==> config.mk <==
export PLATFORM = sky130hd
export DESIGN_NAME = barrel_shift_r
export DESIGN_NICKNAME = d
export VERILOG_FILES = /design/src/rtl/barrel_shift_r.sv
export SDC_FILE = /design/constraint.sdc
export NUM_CORES = 1
export LEC_CHECK = 0
export ABC_AREA = 1
export ABC_CLOCK_PERIOD_IN_PS = 2400
export BUFFER_PORTS_ARGS = -buffer_cell sky130_fd_sc_hd__clkbuf_2
export CORE_MARGIN = 3
export CORE_UTILIZATION = 30
export DETAILED_ROUTE_END_ITERATION = 12
export PLACE_DENSITY = 0.53
export SYNTH_ARGS = -nofsm -noshare
export SYNTH_HDL_FRONTEND = slang
export SYNTH_SLANG_ARGS = --single-unit
==> constraint.sdc <==
create_clock -name clk -period 2.4 [get_ports clk]
set_input_delay 0.24 -clock clk [delete_from_list [all_inputs] [get_ports clk]]
set_output_delay 0.24 -clock clk [all_outputs]
set_load 0.05 [all_outputs]
==> src/rtl/barrel_shift_r.sv <==
// Clocked logical right barrel shifter with zero fill.
// A cascade of power-of-two mux stages feeds a single output register.
module barrel_shift_r #(
    parameter int WIDTH   = 32,
    parameter int SHIFT_W = 5
) (
    input  logic               clk,
    input  logic               rst,
    input  logic [WIDTH-1:0]   shift_str,
    input  logic [SHIFT_W-1:0] shift_amnt,
    output logic [WIDTH-1:0]   shifted_str
);

    logic [WIDTH-1:0] stage [SHIFT_W+1];

    assign stage[0] = shift_str;

    // Stage k shifts by 2^k when shift_amnt[k] is set; the net result is the sum of the enabled distances.
    for (genvar k = 0; k < SHIFT_W; k++) begin : g_stage
        localparam int DIST = 1 << k;
        assign stage[k+1] = shift_amnt[k] ? {{DIST{1'b0}}, stage[k][WIDTH-1:DIST]}
                                          : stage[k];
    end

    always_ff @(posedge clk or posedge rst) begin
        if (rst) begin
            shifted_str <= '0;
        end else begin
            shifted_str <= stage[SHIFT_W];
        end
    end

endmodule

After elaboration in Yosys (flattened, before gate mapping)
Cells that the tools add are included.
- logic and storage cells: 6
- bits of input ports: 39
- flip-flop bits (word level): 32
- output and inout port bits: 32
- muxes and demuxes: 5
- operators by type and width (kind ; count):
    $mux 32 ; 5

Logic depth before layout (Yosys ltp)
- depth after elaboration: 5
- gate-level depth with buffers: 8
- depth with buffers taken out: 7

Least setup slack after synthesis
No wires, ideal clock.
- kind: input -> register
- start point: input shift_amnt[2]
- end point: register shifted_str[5]
- data required time: 2.334 ns
- arrival: 1.005 ns
- slack: 1.329 ns
- path buffers: 1
- library setup time: 0.066 ns
- cell stages on the path: 6
- path through: inv_1 > buf_1 > nand3_1 > nand2_1 > nand3_1 > nand2_1
- RTL lines (element ; RTL line ; text):
    start: declaration ; 10 ; input logic [SHIFT_W-1:0] shift_amnt,
    end signal: assignment ; 29 ; shifted_str <= stage[SHIFT_W];
    end: declaration ; 11 ; output logic [WIDTH-1:0] shifted_str

==> results.txt <==
Die X: 95.1 microns
Synth cell types: 11
CTS tree: done
Post-synth top cells: nand3_1 (189), nand2_1 (106), dfrtp_1 (32)
CP max FO: 32
Final Hold Fails: 0
Share of cells above drive strength 1: 0.198
Hpwl dp: 6570 microns
Worst IR drop on VDD: 0.000185 V
Full die area: 9040 sq um
Post-CTS Setup Bufs: 0
Predominant post-synthesis flop cell: dfrtp_1
Fin nets: 478
Warnings from Yosys: 0
Top-area cell type share of the netlist area: 0.397
Crit path launch type: primary input
Actual slew at the worst max-slew pin: 551 ps
FF+latch count, synth: 32
Syn_area_per_cell: 6.21 sq um
Antenna Diode Count: 0
Vias in the first global route: 2,593
DRT antenna net count: 0
Routed via count: 2,891
Fraction of registers with async set/reset: 1.00
CTS Buf Count: 5
Critical path required time: 2570 ps
Syn_nets: 422
Fillers: 840
Total GRT Usage: 0.198
Pleak: 1.56 nW
Resize count post-CTS: 0
Largest area contributor in the netlist: nand3_1
CP endpoint kind: flop
WS Path Type: in2reg
Cts hold-fix bufs: 0
Final GP Congestion: 0.979
Maxcap violations: 0
Top flop regs: shifted_str x32
Iteration-0 DRC count of the detailed router: 314
Most numerous cell in the Yosys netlist: nand3_1
Routed WL: 8570 microns
Area Overhead vs Synth: 22.7%
Slew Limit Fails: 0
DR vias/cell: 5.36
Post-route setup TNS: 0 ps
Gr ovfl total: 0
IO buf count: 70
Biggest register: shifted_str
Post-synthesis sequential area ratio: 0.336
Initial Util: 0.318
Rows: 31
Tcrit/Tclk final: 0.558
Hold Slack: 8.76 ps
Clk buf depth: 2
Total core area: 7490 sq um
Post-synth EDFFs: 0
Pwr dens: 593 nW/um^2
Post-Synthesis Cells: 383
Die H: 95.1 microns
Fmax achieved: 0.747 GHz
Mapped cell area: 2380 sq um
WP data arrival: 1500 ps
Slew HR: 0.632
Synth area leaders: nand3_1 (40%), dfrtp_1 (34%), nand2_1 (17%)
First-pass iteration count of the detailed router: 5
First-pass GRT wire length: 13,700 microns
Pin count of the biggest net entering global routing: 33
Initial antenna violation count: 0
RSZ-0062 raised after global routing: false
Final setup viols: 0
Outcome: completed
Clock Pin Slew Worst Setup and Hold Paths: 60 ps
Clk sinks: 32
CP startpoint: shift_amnt[1]
Per-cell routed wire length: 15.9 microns
Minimum clock period: 1340 ps
H-Tree Depth: 2
Clock Tree Root: clkbuf_8
Max reg flops: 32
Ports: 71
Drt drc: 0
Worst Hold Class: in2async
## power by group
part | total, W | switching (W) | internal (W)
Clock | 0.000504 | 0.000196 | 0.000308
Combinational | 0.000627 | 0.000462 | 0.000164
Sequential | 0.000602 | 0.0000173 | 0.000585
Total | 0.00173 | 0.000675 | 0.00106
## logic make-up (layout without fill, tap and decap cells)
family | Yosys count | in the layout | share of synthesized area
and+or+nand+nor | 316 | 316 | 0.601
buffers and inverters | 35 | 92 | 0.0626
DFF | 32 | 32 | 0.336
## stage by stage
step                 util  area (sq um)  total power (W)  worst slack (ps)  cells
detailed placement  0.376          2810          0.00124               825    531
global placement    0.376          2810          0.00124               822    531
CTS                 0.390          2920          0.00174              1120    539
finish              0.390          2920          0.00173              1060    539
floorplan               -          2380          0.00105              1330    383
global route        0.390          2920          0.00184               926    539
## layout by cell type, fill, tap and decap left out, drive strengths merged
cell	netlist	routed
clkbuf	5	76
nand4	1	1
buf	24	8
nor3	4	4
nand2	106	106
dfrtp	32	32
clkinv	0	1
inv	6	6
nand3	189	189
nor2	16	16
bufinv	0	1
## final timing paths
path                       cells after the start  slack, ps                        end
max                                            7       1060   shifted_str[3]$_DFF_PP0_
min                                            3          9  shifted_str[10]$_DFF_PP0_
max in group asynchronous                      3       2100  shifted_str[13]$_DFF_PP0_
min in group clk                               5        390  shifted_str[15]$_DFF_PP0_
## per-layer routing
metal | up-vias | wire, microns | part of all wire | GRT usage
met2 | 134 | 3710 | 0.43 | 0.289
li1 | 1429 | - | - | -
met4 | 0 | 125 | 0.015 | 0.0529
met1 | 1317 | 4030 | 0.47 | 0.301
met3 | 11 | 697 | 0.081 | 0.0316
met5 | - | 0 | 0 | 0
## cell type report
| class | count | area [sq um] | share of cell area |
|---|---|---|---|
| multi-input cells | 316 | 1430 | 0.490 |
| flip-flops and latches | 32 | 801 | 0.274 |
| inverters | 6 | 22.5 | 0.00771 |
| clock buffers | 6 | 72.6 | 0.0249 |
| well taps | 99 | 124 | 0.0424 |
| repair buffers | 78 | 435 | 0.149 |
| clock inverters | 2 | 35.0 | 0.0120 |
## worst max-delay path: stages
cell and delay [ps]:
clkbuf_2 90, inv_2 410, nand3_1 300, nand3_1 170
nand3_1 110, nand3_1 110, nand2_1 60
(Power assumes the default switching activity.)
